### config.mk
export PLATFORM = sky130hd
export DESIGN_NAME = time_digit_writer
export DESIGN_NICKNAME = d
export VERILOG_FILES = /design/src/rtl/time_digit_writer_pkg.sv /design/src/rtl/time_digit_writer_bcd_to_ascii.sv /design/src/rtl/time_digit_writer.sv
export SDC_FILE = /design/constraint.sdc
export NUM_CORES = 1
export LEC_CHECK = 0
export CAP_MARGIN = 20
export CORE_ASPECT_RATIO = 0.7
export CORE_MARGIN = 3
export CORE_UTILIZATION = 54
export CTS_CLUSTER_SIZE = 16
export DETAILED_ROUTE_END_ITERATION = 8
export GPL_ROUTABILITY_DRIVEN = 0
export GPL_TIMING_DRIVEN = 0
export PLACE_DENSITY_LB_ADDON = 0.05
export SYNTH_ARGS = -nofsm -noshare
export SYNTH_HDL_FRONTEND = slang
export SYNTH_HIERARCHICAL = 1
export SYNTH_SLANG_ARGS = --single-unit
### constraint.sdc
create_clock -name i_clk -period 5.2 [get_ports i_clk]
set_clock_uncertainty 0.1 [all_clocks]
set_input_delay 1.04 -clock i_clk [delete_from_list [all_inputs] [get_ports i_clk]]
set_output_delay 1.04 -clock i_clk [all_outputs]
set_load 0.03 [all_outputs]
### src/rtl/time_digit_writer_pkg.sv
// Shared definitions for the clock-time display writer.
// Contents:
//   - bit positions of each BCD field inside the 20-bit packed time
//   - the digit index enum (DIG_S1..DIG_H2)
//   - the LCD column offset of each digit, relative to the H2 column
//   - the ASCII codes used on the display
//   - the writer FSM state type
//   - field_of(): extracts one zero-extended digit field from the packed time
package time_disp_pkg;

    localparam int S1_LSB = 0;
    localparam int S1_MSB = 3;
    localparam int S2_LSB = 4;
    localparam int S2_MSB = 6;
    localparam int M1_LSB = 7;
    localparam int M1_MSB = 10;
    localparam int M2_LSB = 11;
    localparam int M2_MSB = 13;
    localparam int H1_LSB = 14;
    localparam int H1_MSB = 17;
    localparam int H2_LSB = 18;
    localparam int H2_MSB = 19;

    typedef enum logic [2:0] {
        DIG_S1 = 3'd0,
        DIG_S2 = 3'd1,
        DIG_M1 = 3'd2,
        DIG_M2 = 3'd3,
        DIG_H1 = 3'd4,
        DIG_H2 = 3'd5
    } digit_e;

    // Column offset per digit index; "HH:MM:SS" leaves gaps at +2 and +5
    // for the colons. Index 5 (H2) is the leftmost entry.
    localparam logic [5:0][2:0] COL_OFS = {3'd0, 3'd1, 3'd3, 3'd4, 3'd6, 3'd7};

    localparam logic [7:0] CH_ZERO    = 8'h30;
    localparam logic [7:0] CH_COLON   = 8'h3A;
    localparam logic [7:0] CH_SPACE   = 8'h20;
    localparam logic [7:0] CH_UNKNOWN = 8'h3F;

    typedef enum logic [2:0] {
        ST_INIT_C0 = 3'd0,
        ST_INIT_C1 = 3'd1,
        ST_LOAD    = 3'd2,
        ST_SEND    = 3'd3,
        ST_IDLE    = 3'd4
    } state_e;

    function automatic logic [3:0] field_of(input logic [19:0] t, input digit_e d);
        case (d)
            DIG_S1:  field_of = t[S1_MSB:S1_LSB];
            DIG_S2:  field_of = {1'b0, t[S2_MSB:S2_LSB]};
            DIG_M1:  field_of = t[M1_MSB:M1_LSB];
            DIG_M2:  field_of = {1'b0, t[M2_MSB:M2_LSB]};
            DIG_H1:  field_of = t[H1_MSB:H1_LSB];
            DIG_H2:  field_of = {2'b00, t[H2_MSB:H2_LSB]};
            default: field_of = 4'd0;
        endcase
    endfunction

endpackage

### src/rtl/time_digit_writer_bcd_to_ascii.sv
// Converts one digit field (already zero-extended to 4 bits) to ASCII.
//   digit      : field value
//   blank_zero : render a zero as a space instead of '0'
//   ascii      : '0'..'9', ' ' for a blanked zero, '?' for any value above 9
module bcd_to_ascii
    import time_disp_pkg::*;
(
    input  logic [3:0] digit,
    input  logic       blank_zero,
    output logic [7:0] ascii
);

    // Digit to character, out-of-range values take priority over blanking
    always_comb begin
        ascii = CH_UNKNOWN;
        if (digit > 4'd9) begin
            ascii = CH_UNKNOWN;
        end else if (blank_zero && (digit == 4'd0)) begin
            ascii = CH_SPACE;
        end else begin
            ascii = CH_ZERO + {4'd0, digit};
        end
    end

endmodule

### src/rtl/time_digit_writer.sv
// Writes the "HH:MM:SS" time onto an LCD, one character per changed digit.
// After reset both ':' separators are painted, then all six digits.
// Afterwards each i_time_wr_en strobe marks digits (i_time_sel) for rewrite
// from the newest snapshot of i_time_read_time; digits go out highest first
// (H2,H1,M2,M1,S2,S1) over a valid/ready handshake.
// Ports:
//   i_clk, i_rst      : clock, synchronous active-high reset
//   i_time_wr_en      : strobe qualifying i_time_sel / i_time_read_time
//   i_time_sel        : changed-digit mask, bit0=S1 .. bit5=H2
//   i_time_read_time  : packed BCD time
//   i_lcd_ready       : LCD driver accepts the presented character
//   o_lcd_valid/pos/char : character write request (registered)
//   o_busy            : low only when nothing is pending or in flight
// Optional build macro: LEADING_ZERO_BLANK_EN renders an H2 of zero as ' '.
module time_digit_writer
    import time_disp_pkg::*;
#(
    parameter int COL_BASE = 4,
    parameter int POS_W    = 4
) (
    input  logic             i_clk,
    input  logic             i_rst,
    input  logic             i_time_wr_en,
    input  logic [5:0]       i_time_sel,
    input  logic [19:0]      i_time_read_time,
    input  logic             i_lcd_ready,
    output logic             o_lcd_valid,
    output logic [POS_W-1:0] o_lcd_pos,
    output logic [7:0]       o_lcd_char,
    output logic             o_busy
);

    if ((COL_BASE + 7) >= (1 << POS_W)) begin : g_cfg_check
        $error("time_digit_writer: COL_BASE+7 does not fit in POS_W bits");
    end

    localparam logic [POS_W-1:0] COLON0_POS = POS_W'(COL_BASE + 2);
    localparam logic [POS_W-1:0] COLON1_POS = POS_W'(COL_BASE + 5);

    state_e           state_r, state_nxt_s;
    logic [5:0]       pending_r, pending_nxt_s;
    logic [19:0]      snapshot_r;
    logic             valid_r, valid_nxt_s;
    logic [POS_W-1:0] pos_r, pos_nxt_s;
    logic [7:0]       char_r, char_nxt_s;
    logic             busy_r;

    digit_e           load_dig_s;
    logic [5:0]       load_bit_s;
    logic [5:0]       clr_bit_s;
    logic [3:0]       load_field_s;
    logic             load_blank_s;
    logic [7:0]       load_char_s;
    logic [POS_W-1:0] load_pos_s;
    logic             xfer_s;

    assign xfer_s = valid_r & i_lcd_ready;

    // Highest pending digit wins; H2 is the most significant mask bit
    always_comb begin
        load_dig_s = DIG_S1;
        casez (pending_r)
            6'b1?????: load_dig_s = DIG_H2;
            6'b01????: load_dig_s = DIG_H1;
            6'b001???: load_dig_s = DIG_M2;
            6'b0001??: load_dig_s = DIG_M1;
            6'b00001?: load_dig_s = DIG_S2;
            6'b000001: load_dig_s = DIG_S1;
            default:   load_dig_s = DIG_S1;
        endcase
    end

    assign load_bit_s   = 6'b000001 << load_dig_s;
    assign load_field_s = field_of(snapshot_r, load_dig_s);
    assign load_pos_s   = POS_W'(COL_BASE) + POS_W'(COL_OFS[load_dig_s]);

`ifdef LEADING_ZERO_BLANK_EN
    assign load_blank_s = (load_dig_s == DIG_H2);
`else
    assign load_blank_s = 1'b0;
`endif

    bcd_to_ascii u_bcd_to_ascii (
        .digit      (load_field_s),
        .blank_zero (load_blank_s),
        .ascii      (load_char_s)
    );

    // Next state and next registered outputs of the write sequencer
    always_comb begin
        state_nxt_s = state_r;
        valid_nxt_s = valid_r;
        pos_nxt_s   = pos_r;
        char_nxt_s  = char_r;
        clr_bit_s   = 6'b000000;
        case (state_r)
            ST_INIT_C0: begin
                valid_nxt_s = 1'b1;
                char_nxt_s  = CH_COLON;
                if (xfer_s) begin
                    state_nxt_s = ST_INIT_C1;
                    pos_nxt_s   = COLON1_POS;
                end else begin
                    pos_nxt_s   = COLON0_POS;
                end
            end
            ST_INIT_C1: begin
                if (xfer_s) begin
                    state_nxt_s = ST_LOAD;
                    valid_nxt_s = 1'b0;
                end else begin
                    valid_nxt_s = 1'b1;
                end
            end
            ST_LOAD: begin
                if (pending_r == 6'b000000) begin
                    state_nxt_s = ST_IDLE;
                    valid_nxt_s = 1'b0;
                end else begin
                    // The bit is dropped when the digit is captured, so a
                    // strobe re-marking it while in flight forces a rewrite
                    // with the newer snapshot.
                    state_nxt_s = ST_SEND;
                    valid_nxt_s = 1'b1;
                    pos_nxt_s   = load_pos_s;
                    char_nxt_s  = load_char_s;
                    clr_bit_s   = load_bit_s;
                end
            end
            ST_SEND: begin
                if (xfer_s) begin
                    state_nxt_s = ST_LOAD;
                    valid_nxt_s = 1'b0;
                end else begin
                    valid_nxt_s = 1'b1;
                end
            end
            ST_IDLE: begin
                valid_nxt_s = 1'b0;
                if ((pending_r != 6'b000000) ||
                    (i_time_wr_en && (i_time_sel != 6'b000000))) begin
                    state_nxt_s = ST_LOAD;
                end else begin
                    state_nxt_s = ST_IDLE;
                end
            end
            default: begin
                state_nxt_s = ST_INIT_C0;
                valid_nxt_s = 1'b0;
            end
        endcase
    end

    // Pending mask merge: captured digit cleared, new strobe bits added
    always_comb begin
        pending_nxt_s = pending_r & ~clr_bit_s;
        if (i_time_wr_en) begin
            pending_nxt_s = pending_nxt_s | i_time_sel;
        end else begin
            pending_nxt_s = pending_nxt_s;
        end
    end

    // State, mask, snapshot and output registers
    always_ff @(posedge i_clk) begin
        if (i_rst) begin
            state_r    <= ST_INIT_C0;
            pending_r  <= 6'b111111;
            snapshot_r <= 20'd0;
            valid_r    <= 1'b0;
            pos_r      <= '0;
            char_r     <= 8'h00;
            busy_r     <= 1'b1;
        end else begin
            state_r   <= state_nxt_s;
            pending_r <= pending_nxt_s;
            valid_r   <= valid_nxt_s;
            pos_r     <= pos_nxt_s;
            char_r    <= char_nxt_s;
            busy_r    <= (state_nxt_s != ST_IDLE);
            if (i_time_wr_en) begin
                snapshot_r <= i_time_read_time;
            end
        end
    end

    assign o_lcd_valid = valid_r;
    assign o_lcd_pos   = pos_r;
    assign o_lcd_char  = char_r;
    assign o_busy      = busy_r;

endmodule

==> metrics.md <==
| Metric | Value |
|---|---|
| Critical path launch point type | flop |
| Final ANT Viol Nets | 0 |
| P_leak | 0.00106 µW |
| YS warnings | 6 |
| Status | finished, final reports clean |
| Clk sink count | 43 |
| Worst min-delay path category | flop to flop |
| RSZ-0062 raised after global routing | false |
| Share of the synthesized area in the top cell type | 42.8% |
| Critical Path End Type | flop |
| Fin crit share | 53.5% |
| Area growth syn-to-layout | 28.0% |
| Slew margin rel. | 58.7% |
| Synth Instances | 233 |
| CTS Buf Count | 5 |
| Final Slew Violations | 0 |
| Root Buffer | clkbuf_8 |
| CP max FO | 9 |
| Primary FF master, synth | dfxtp_1 |
| Cell Pwr Density | 260 mW/mm² |
| DRT Pass-1 Iters | 5 |
| Synth top cells by count | dfxtp_1, nor2_1, nand2_1, mux2i_1 |
| Worst path arrival time | 2.85 ns |
| Worst path cell trace | buf_6 > or2_2 > clkbuf_1 > nor2_1 > inv_1 > ha_1 > and2b_2 > nand2_1 > o21ai_0 > a211o_1 > o21ai_0 > nand2b_1 > a22oi_1 > nor2_1 |
| Crit Path Category | flop to flop |
| Std cell rows | 17 |
| Dpl hpwl | 3.54 mm |
| Post-Route WL | 4.81 mm |
| Final Non-Filler Cells | 331 |
| Final hold viol count | 0 |
| Vias | 1835 |
| Synthesized cell area | 0.00201 mm² |
| Pin count of the biggest net entering global routing | 13 |
| Post-cts sizing count | 0 |
| Area contributors post-synth | dfxtp_1, mux2i_1, nor2_1 |
| Ports | 44 |
| Buffers on Ports | 42 |
| Post-synth ARST share | 0% |
| Initial antenna violation count | 0 |
| Storage cell area | 861 µm² |
| Setup TNS | 0 ns |
| Vias per cell | 5.54 |
| GRT overflow | 0 |
| Total GRT Usage | 22.8% |
| Worst Path Required | 5.27 ns |
| Fillers | 277 |
| Area leader, netlist | dfxtp_1 |
| Die Span Y | 57.1 µm |
| Register bit total from synthesis | 43 |
| Clock latency on the worst-skew pair | 0.29 ns |
| Vias in the first global route | 1750 |
| Initial core utilization | 59.9% |
| Worst Tran Pin Value | 0.614 ns |
| Cell with the most instances after synthesis | dfxtp_1 |
| Worst-path cell with the longest stage delay | dfxtp_1 |
| Wire per inst | 14.5 µm |
| Fmax | 360 MHz |
| FF-to-FF setup slack | 2.42 ns |
| H-tree depth | 2 |
| Worst VDD drop | 0.202 mV |
| Die area | 0.00451 mm² |
| # setup viols final | 0 |
| Final nets | 316 |
| Min Clock Period, post-route | 2.78 ns |
| Ant diodes | 0 |
| # hold bufs at CTS | 0 |
| First-pass GRT wire length | 8.13 mm |
| Syn Area/Cell | 8.64 µm² |
| Post-CTS Setup Bufs | 0 |
| Share of layout cells above drive strength 1 | 9.86% |
| DRT iter0 DRCs | 154 |
| CP peak stage delay | 0.31 ns |
| DRC viols | 0 |
| Post-Place Cells | 323 |
| Area of the multi-input gates | 0.00105 mm² |
| Sequential element share of the synthesized area | 42.8% |
| Max Root-Sink Buffers | 2 |
| EDFF count, synth | 0 |
| Maxcap violations | 0 |
| CTS tree | yes |
| Clock transition at path regs | 0.08 ns |
| Distinct cells, synth | 41 |
| Core ar. | 0.00336 mm² |
| Chip Width | 79.0 µm |
cells in the final DEF, fill, tap and decap left out, types with 4 or more instances in the layout:
cell / Yosys / final
dfxtp_1: 43 / 43
clkdlybuf4s50_1: 0 / 42
nor2_1: 39 / 39
nand2_1: 24 / 24
mux2i_1: 21 / 21
clkbuf_1: 9 / 11
a21oi_1: 11 / 11
o21ai_0: 11 / 11
nand3_1: 9 / 9
inv_1: 5 / 5
a22oi_1: 5 / 5
clkbuf_8: 0 / 5
nor4_1: 4 / 4
o22ai_1: 4 / 4
conb_1: 3 / 4
power breakdown:
group          internal [µW]  switching (µW)  leakage, µW
Sequential               346            10.2     0.000354
Combinational           54.7            56.3     0.000665
Clock                   94.3             109    0.0000422
per-layer routing:
metal | up-vias | track usage (%) | routed length (µm)
met4 | 0 | 6.62 | 46
met3 | 7 | 7.26 | 385
met5 | - | 0 | 0
met2 | 72 | 32.6 | 1970
li1 | 914 | - | -
met1 | 842 | 32.8 | 2410
critical path, delay by kind of cell (launching register included):
| family | cells | cell delay (ns) |
|---|---|---|
| flops | 1 | 0.31 |
| simple gates | 6 | 0.93 |
| fa+ha+maj | 1 | 0.27 |
| buf+inv | 3 | 0.36 |
| compound gates | 4 | 0.68 |
state kept, by name (all words and copies together) (netlist names):
signal,cells
pending_r,6
state_r,3
o_lcd_valid,1
o_lcd_char,8
o_lcd_pos,4
o_busy,1
snapshot_r,20
per-stage QoR:
step                area (µm²)  util [%]  total power, µW  worst slack [ns]  hold slack (ns)
floorplan                 2020         -              425              2.69            0.354
global placement          2500      74.3              472              2.16            0.346
detailed placement        2500      74.3              474              2.18            0.349
CTS                       2580      76.7              671              2.42            0.357
global route              2580      76.7              703              2.15            0.396
finish                    2580      76.7              671              2.42            0.356
worst paths after layout:
path / start / to / depth (start not counted)
max: pending_r[4] / o_lcd_char[0] / 14
min: o_lcd_pos[0] / o_lcd_pos[0] / 2
max reg2reg: pending_r[4] / o_lcd_char[0] / 14
min reg2reg: o_lcd_pos[0] / o_lcd_pos[0] / 2
cell families (layout without fill, tap and decap cells):
kind of cell	after synthesis	after routing	synth area share [%]
adder cells (fa/ha/maj)	3	3	1.86
flip-flops	43	43	42.8
AO/OA/AOI/OAI	50	50	18.0
AND/OR/NAND/NOR	90	90	20.6
multiplexers	22	22	11.0
buffers and inverters	22	72	5.22
other	3	4	0.559
layout make-up:
class / instances / area share [%]
multi-input cells: 169 / 40.8
flip-flops and latches: 43 / 33.4
repair buffers: 42 / 16.3
plain buffers: 17 / 3.35
clock buffers: 7 / 2.96
well taps: 47 / 2.28
inverters: 5 / 0.728
clock inverters: 1 / 0.194
(Power assumes the default switching activity.)
